--- config.mk ---
export PLATFORM = sky130hd
export DESIGN_NAME = cnn_mac_pipe_dsp
export DESIGN_NICKNAME = d
export VERILOG_FILES = /design/src/rtl/cnn_mac_pipe_dsp.sv
export SDC_FILE = /design/constraint.sdc
export NUM_CORES = 1
export LEC_CHECK = 0
export ABC_AREA = 1
export CAP_MARGIN = 25
export CORE_ASPECT_RATIO = 1.5
export CORE_MARGIN = 2
export CORE_UTILIZATION = 51
export DETAILED_ROUTE_END_ITERATION = 10
export GPL_TIMING_DRIVEN = 0
export HOLD_SLACK_MARGIN = 0.02
export PLACE_DENSITY = 0.7
export SYNTH_ARGS = -nofsm -noshare
export SYNTH_HDL_FRONTEND = slang
export SYNTH_SLANG_ARGS = --single-unit
--- constraint.sdc ---
create_clock -name ap_clk -period 6.27 [get_ports ap_clk]
set_input_delay 1.5675 -clock ap_clk [delete_from_list [all_inputs] [get_ports ap_clk]]
set_output_delay 1.5675 -clock ap_clk [all_outputs]
set_load 0.01 [all_outputs]
--- src/rtl/cnn_mac_pipe_dsp.sv ---
// ----------------------------------------------------------------------------
// cnn_mac_pipe_dsp
//
// Pipelined signed multiply-accumulate for CNN inner products. Samples are
// grouped into accumulations delimited by in_first / in_last. When the last
// sample of a group has been added, the accumulator is rounded (half up),
// shifted right by OUT_SHIFT and saturated to DOUT_WIDTH.
//
// Pipeline: stage 1 registers the operands, stage 2 registers the product,
// and stage 3 updates the accumulator and registers the result. The whole
// pipe advances on a single enable, so a stalled output freezes every stage.
//
// Ports:
//   ap_clk     clock, all state on its rising edge
//   ap_rst     asynchronous active-high reset
//   in_valid   input sample valid
//   in_ready   sample accepted this cycle (combinational from the output side)
//   din0       signed operand a, DIN0_WIDTH bits
//   din1       signed operand b, DIN1_WIDTH bits
//   in_first   sample starts a new accumulation
//   in_last    sample ends the accumulation and produces a result
//   out_valid  result valid
//   out_ready  downstream accepts the result
//   dout       signed rounded and saturated result, DOUT_WIDTH bits
//   out_sat    result was clipped or the accumulator overflowed
// ----------------------------------------------------------------------------
module cnn_mac_pipe_dsp #(
    parameter int DIN0_WIDTH = 14,
    parameter int DIN1_WIDTH = 6,
    parameter int ACC_WIDTH  = 24,
    parameter int DOUT_WIDTH = 16,
    parameter int OUT_SHIFT  = 0
) (
    input  logic                  ap_clk,
    input  logic                  ap_rst,
    input  logic                  in_valid,
    output logic                  in_ready,
    input  logic [DIN0_WIDTH-1:0] din0,
    input  logic [DIN1_WIDTH-1:0] din1,
    input  logic                  in_first,
    input  logic                  in_last,
    output logic                  out_valid,
    input  logic                  out_ready,
    output logic [DOUT_WIDTH-1:0] dout,
    output logic                  out_sat
);

    localparam int PROD_WIDTH = DIN0_WIDTH + DIN1_WIDTH;
    // One guard bit so adding the rounding constant can never wrap.
    localparam int RND_WIDTH  = ACC_WIDTH + 1;

    localparam logic signed [ACC_WIDTH-1:0] ACC_MAX =
        ACC_WIDTH'((64'sd1 <<< (ACC_WIDTH - 1)) - 64'sd1);
    localparam logic signed [ACC_WIDTH-1:0] ACC_MIN =
        ACC_WIDTH'(-(64'sd1 <<< (ACC_WIDTH - 1)));
    localparam logic signed [RND_WIDTH-1:0] DOUT_MAX_X =
        RND_WIDTH'((64'sd1 <<< (DOUT_WIDTH - 1)) - 64'sd1);
    localparam logic signed [RND_WIDTH-1:0] DOUT_MIN_X =
        RND_WIDTH'(-(64'sd1 <<< (DOUT_WIDTH - 1)));
    // Half an output LSB; evaluates to zero when OUT_SHIFT is zero.
    localparam logic signed [RND_WIDTH-1:0] RND_CONST =
        RND_WIDTH'((64'sd1 <<< OUT_SHIFT) >>> 1);

    // Stage 1
    logic signed [DIN0_WIDTH-1:0] din0_q, din0_d;
    logic signed [DIN1_WIDTH-1:0] din1_q, din1_d;
    logic                         v1_q, v1_d;
    logic                         first1_q, first1_d;
    logic                         last1_q, last1_d;
    // Stage 2
    logic signed [PROD_WIDTH-1:0] p_q, p_d;
    logic                         v2_q, v2_d;
    logic                         first2_q, first2_d;
    logic                         last2_q, last2_d;
    // Stage 3 / output
    logic signed [ACC_WIDTH-1:0]  acc_q, acc_d;
    logic                         ovf_q, ovf_d;
    logic                         out_valid_q, out_valid_d;
    logic [DOUT_WIDTH-1:0]        dout_q, dout_d;
    logic                         out_sat_q, out_sat_d;

    // Datapath intermediates
    logic                         en;
    logic signed [PROD_WIDTH-1:0] prod;
    logic signed [ACC_WIDTH-1:0]  p_ext;
    logic signed [ACC_WIDTH-1:0]  sum;
    logic                         add_ovf;
    logic signed [ACC_WIDTH-1:0]  acc_next;
    logic                         ovf_next;
    logic signed [RND_WIDTH-1:0]  rnd_sum;
    logic signed [RND_WIDTH-1:0]  rounded;
    logic [DOUT_WIDTH-1:0]        dout_clamped;
    logic                         clamp_hit;

    // A held result freezes the entire pipe, input side included.
    assign en       = !out_valid_q || out_ready;
    assign in_ready = en;

    assign out_valid = out_valid_q;
    assign dout      = dout_q;
    assign out_sat   = out_sat_q;

    always_comb begin
        // NOTE: every variable gets a default before any branch so no latch is inferred.
        prod    = PROD_WIDTH'(din0_q) * PROD_WIDTH'(din1_q);
        p_ext   = ACC_WIDTH'(p_q);
        sum     = acc_q + p_ext;
        // Signed overflow: operands agree in sign but the sum does not.
        add_ovf = (acc_q[ACC_WIDTH-1] == p_ext[ACC_WIDTH-1]) &&
                  (sum[ACC_WIDTH-1] != acc_q[ACC_WIDTH-1]);

        if (first2_q) begin
            // A fresh product always fits, and it restarts the sticky flag.
            acc_next = p_ext;
            ovf_next = 1'b0;
        end else if (add_ovf) begin
            acc_next = acc_q[ACC_WIDTH-1] ? ACC_MIN : ACC_MAX;
            ovf_next = 1'b1;
        end else begin
            acc_next = sum;
            ovf_next = ovf_q;
        end

        rnd_sum = RND_WIDTH'(acc_next) + RND_CONST;
        rounded = rnd_sum >>> OUT_SHIFT;

        if (rounded > DOUT_MAX_X) begin
            dout_clamped = DOUT_WIDTH'(DOUT_MAX_X);
            clamp_hit    = 1'b1;
        end else if (rounded < DOUT_MIN_X) begin
            dout_clamped = DOUT_WIDTH'(DOUT_MIN_X);
            clamp_hit    = 1'b1;
        end else begin
            dout_clamped = DOUT_WIDTH'(rounded);
            clamp_hit    = 1'b0;
        end

        din0_d      = din0_q;
        din1_d      = din1_q;
        v1_d        = v1_q;
        first1_d    = first1_q;
        last1_d     = last1_q;
        p_d         = p_q;
        v2_d        = v2_q;
        first2_d    = first2_q;
        last2_d     = last2_q;
        acc_d       = acc_q;
        ovf_d       = ovf_q;
        out_valid_d = out_valid_q;
        dout_d      = dout_q;
        out_sat_d   = out_sat_q;

        if (en) begin
            din0_d   = din0;
            din1_d   = din1;
            v1_d     = in_valid;
            first1_d = in_first;
            last1_d  = in_last;

            p_d      = prod;
            v2_d     = v1_q;
            first2_d = first1_q;
            last2_d  = last1_q;

            // Bubbles leave the accumulation untouched.
            if (v2_q) begin
                acc_d = acc_next;
                ovf_d = ovf_next;
            end

            if (v2_q && last2_q) begin
                out_valid_d = 1'b1;
                dout_d      = dout_clamped;
                out_sat_d   = clamp_hit || ovf_next;
            end else begin
                out_valid_d = 1'b0;
            end
        end
    end

    // NOTE: every flop, data included, is reset so no stale operand or sum survives a reset.
    always_ff @(posedge ap_clk or posedge ap_rst) begin
        if (ap_rst) begin
            din0_q      <= '0;
            din1_q      <= '0;
            v1_q        <= 1'b0;
            first1_q    <= 1'b0;
            last1_q     <= 1'b0;
            p_q         <= '0;
            v2_q        <= 1'b0;
            first2_q    <= 1'b0;
            last2_q     <= 1'b0;
            acc_q       <= '0;
            ovf_q       <= 1'b0;
            out_valid_q <= 1'b0;
            dout_q      <= '0;
            out_sat_q   <= 1'b0;
        end else begin
            // NOTE: non-blocking assignments so all stages update from pre-edge values.
            din0_q      <= din0_d;
            din1_q      <= din1_d;
            v1_q        <= v1_d;
            first1_q    <= first1_d;
            last1_q     <= last1_d;
            p_q         <= p_d;
            v2_q        <= v2_d;
            first2_q    <= first2_d;
            last2_q     <= last2_d;
            acc_q       <= acc_d;
            ovf_q       <= ovf_d;
            out_valid_q <= out_valid_d;
            dout_q      <= dout_d;
            out_sat_q   <= out_sat_d;
        end
    end

endmodule

# Word-level counts from Yosys, hierarchy flattened
# Cells that the tools add are included.
# word_totals
register_bits	89
latch_bits	0
mem_bits_rw	0
romBits	0
input_bits	26
out_inout_bits	19
elab_cells	37
n_memories	0
# classes
n_addsub	1
multipliers	1
n_div	0
magnitude_cmp	2
eq_ne	2
shift	0
muxes	10
bitwise_logic	0
reduce_logical	7
# ops
operator	count
two-way mux 24 bit	3
two-way mux 16 bit	2
adder 24 x 20 -> 24 bit	1
> comparator 24 x 16 -> 1 bit, second input constant	1
less-than comparator 24 x 16 -> 1 bit, second input constant	1
multiplier 14 x 6 -> 20 bit	1
two-way mux 1 bit	5
AND reduction 2 bit	2
logical AND 1 bit	2
logical OR 1 bit	2
== test 1 bit	1
zero test 1 bit	1
!= test 1 bit	1

# Longest topological paths before layout
# logic_depth
depth_word	9
ltp_mapped	28
ltp_nobuf	26

# Least setup slack after synthesis
# Ideal clock, no wire load.
# synth_path
path_kind	reg2reg
startpoint	reg din0_q[0]
endpoint	reg p_q[18]
setup_time_ps	136
t_arrival_ps	4222
required_time_ps	6134
path_slack_ps	1912
stages_incl_launch_ff	22
n_path_buf	0
period_less_slack_ps	4358
cell_sequence	dfrtp_1 -> inv_1 -> nand2_1 -> fa_1 -> fa_1 -> fa_1 -> inv_1 -> fa_1 -> fa_1 -> nand2_1 -> inv_1 -> nand2_1 -> nand2_1 -> nand2_1 -> o211ai_1 -> nand2_1 -> nand2_1 -> a21oi_1 -> o21ai_0 -> a21oi_1 -> xor2_1 -> o21ai_0
# synth_via
elab_chain_cells	1
# synth_rtl
item	line_no	source
start: declaration	65	logic signed [DIN0_WIDTH-1:0] din0_q, din0_d;
start signal: assignment	200	din0_q <= din0_d;
multiplier 14 x 6 -> 20 bit	105	prod = PROD_WIDTH'(din0_q) * PROD_WIDTH'(din1_q);
end signal: assignment	205	p_q <= p_d;
end: declaration	71	logic signed [PROD_WIDTH-1:0] p_q, p_d;
# No other way between the ends.
# A chain may end at the register's enable or synchronous reset.

# Worst setup path after layout
# layout_path
startpoint	in out_ready
endpoint	out in_ready
# layout_via
elab_chain_cells	1
# layout_rtl
item	line_no	source
start: declaration	43	input logic out_ready,
logical OR 1 bit	96	assign en = !out_valid_q || out_ready;
end: declaration	37	output logic in_ready,
# No other way between the ends.

==> summary.md <==
| Metric | Value |
|---|---|
| Status | complete, no violations |
| Worst endpoint required time | 4.70 ns |
| WL/cell | 14.80 um |
| Most frequent cells in the layout | nand2_1 (406), inv_1 (189), dfrtp_1 (89), o21ai_0 (72) |
| Vias | 7,115 |
| Global Route Usage Sum | approximately a quarter |
| Fin crit period | roughly 5.5 ns |
| DRC | 0 |
| DR pass1 iterations | 5 |
| Commonest non-fill, non-tap cell in the layout | nand2_1 |
| Critical Path Fanout Max | 10 |
| Avg Inst Size Synth | 7.228 um2 |
| Via/cell ratio | just over 5 |
| Startpoint types | primary input |
| CP Data Arrival Time | 3.97 ns |
| I/O pins | 45 |
| Total grt overflow | 0 |
| Post-cts resize count | 0 |
| Chip width | ~110 um |
| Mapped Nets | 1,269 |
| Met3 wire len | 779 um |
| Remaining antenna violation count | 0 |
| Top sig layer | met4 |
| Final Core Density | 58.36% |
| First-pass GRT wire length | 33.49 mm |
| Max-cap viol count | 0 |
| Final setup viols | 0 |
| Layout cells sized above 1 | 4.307% |
| Layout Skew | 0.01313 ns |
| Setup TNS | 0 ns |
| DRT Wirelength | 20.52 mm |
| Initial Util | 51.95% |
| Routability cong. | 0.9762 |
| Yosys reg bits | a little under 90 |
| # nets final | 1,325 |
| Final worst-path cycle share | 88.28% |
| Final hold viol count | 0 |
| Reg clk slew, reported paths | 0.07 ns |
| Cell Rows | 56 |
| Wire length on met1 | 7.947 mm |
| Die Ht | about 160 um |
| H-tree depth | 3 |
| Die area | 0.01696 mm2 |
| Fmax | 180.7 MHz |
| Postcts setup bufs | 0 |
| Unrepaired setup endpoints after global routing | false |
| CTS Root Buffer Type | clkbuf_16 |
| Actual slew at the worst max-slew pin | 0.8920 ns |
| Placeable Area | 0.01563 mm2 |
| Slew Limit Fails | 0 |
| Max clock buf depth | 2 |
| Ant diodes | 0 |
| TritonCTS clock tree | built |
| Num Clock Sinks | 89 |
| Vias in the first global route | about 7,000 |
| Met2 WL | 10.83 mm |
| Area Growth Syn to Fin | 12.35% |
| CP Class | primary input to output pin |
| Syn Inst Count | 1,123 |
| Synth unique cells | 40 |
| Max_slew headroom | between 30% and 40% |
| Number of DRC markers in iteration 0 | 344 |
| Largest net degree at the start of global routing | between 50 and 60 |
| Seq/Total Area, Yosys | 27.44% |
| Initial antenna violation count | 0 |
| Port-buffer cells | between 40 and 50 |
| Yosys Warn Count | 0 |
| Mapped cell area | ~0.0081 mm2 |
| HP Class | flip-flop to flip-flop |
| Cts hold-fix bufs | 0 |
| Crit. End Element | output pin |
| Number of buffers created by CTS | 9 |
| Worst skew pair latency | 0.35 ns |
| Post-DP HPWL | 17.08 mm |
## worst max-delay path, stage by stage
cell,delay (ns)
clkdlybuf4s50_1,0.40
nor2_1,0.63
clkinv_1,0.49
clkbuf_1,0.33
clkdlybuf4s50_1,0.54
## final timing paths
kind	startpoint	end	slack, ns	depth (start not counted)
min in group asynchronous	ap_rst	din0_q[0]$_DFFE_PP0N_	1.61	2
min	dout[6]$_DFFE_PP0P_	dout[6]$_DFFE_PP0P_	0.48	2
max	out_ready	in_ready	0.73	5
min reg2reg	dout[6]$_DFFE_PP0P_	dout[6]$_DFFE_PP0P_	0.48	2
max reg2reg	din1_q[2]$_DFFE_PP0N_	p_q[18]$_DFFE_PP0N_	1.22	24
max in group asynchronous	ap_rst	acc_q[11]$_DFFE_PP0P_	4.02	3
## synth_stat cells (all sizes together)
library cell / number / share of area [%]
nand2: 415 / 20
inv: 191 / 8.8
dfrtp: 89 / 27
o21ai: 72 / 4.4
nor2: 62 / 3.1
fa: 60 / 15
ha: 60 / 9.2
a21oi: 43 / 2.7
nand3: 41 / 2.8
clkbuf: 23 / 1.1
a22oi: 10 / 0.92
xor2: 7 / 0.76
a31oi: 6 / 0.46
nor3: 6 / 0.43
or2: 6 / 0.46
xnor2: 6 / 0.65
nand4: 4 / 0.31
and2: 3 / 0.26
buf: 3 / 0.39
o22ai: 3 / 0.23
a22o: 2 / 0.22
clkinv: 2 / 0.15
nand3b: 2 / 0.18
o21bai: 2 / 0.18
a211oi: 1 / 0.093
a31o: 1 / 0.11
o2111ai: 1 / 0.11
o211ai: 1 / 0.093
o31ai: 1 / 0.093
## per-layer routing
layer | track usage (%) | vias up
li1 | - | 3592
met3 | 3.357 | 43
met2 | 47.86 | 165
met5 | 0 | -
met1 | 28.43 | 3315
met4 | 12.80 | 0
## layout make-up
cell class / instances / area (um2)
clock buffers: 10 / 229.0
inverters: 193 / 732.0
multi-input cells: 815 / 5042
fillers: 1502 / 6506
well taps: 203 / 254.0
clock inverters: 6 / 48.80
plain buffers: 26 / 117.6
flip-flops and latches: 89 / 2227
repair buffers: 45 / 467.9
## cells by family (layout without fill, tap and decap cells)
kind of cell	after synthesis	in the layout	synth area share (%)
xor+xnor	13	13	1.403
simple gates	539	539	27.07
fa+ha+maj	120	120	24.05
buf+inv	219	280	10.44
flops	89	89	27.44
compound gates	143	143	9.604
## registers in the layout, indices dropped and copies added, names as in the netlist, 6 cells and up
signal	cells
acc_q	24
din0_q	14
din1_q	6
dout	16
p_q	20
## metrics by stage
stage / instance area, um2 / cells / hold slack, ns / setup WS, ns
2_1_floorplan: 8117 / 1123 / 0.4479 / 1.912
3_3_place_gp: 8811 / 1370 / 0.4657 / 0.8081
3_5_place_dp: 8841 / 1371 / 0.4640 / 0.7833
4_1_cts: 9119 / 1387 / 0.4834 / 0.7776
5_1_grt: 9119 / 1387 / 0.4951 / 0.6571
6_report: 9119 / 1387 / 0.4777 / 0.7347
Power is left out: the tool's default activity adds up to more than one toggle a clock period on the data nets, which glitch-free logic cannot reach.
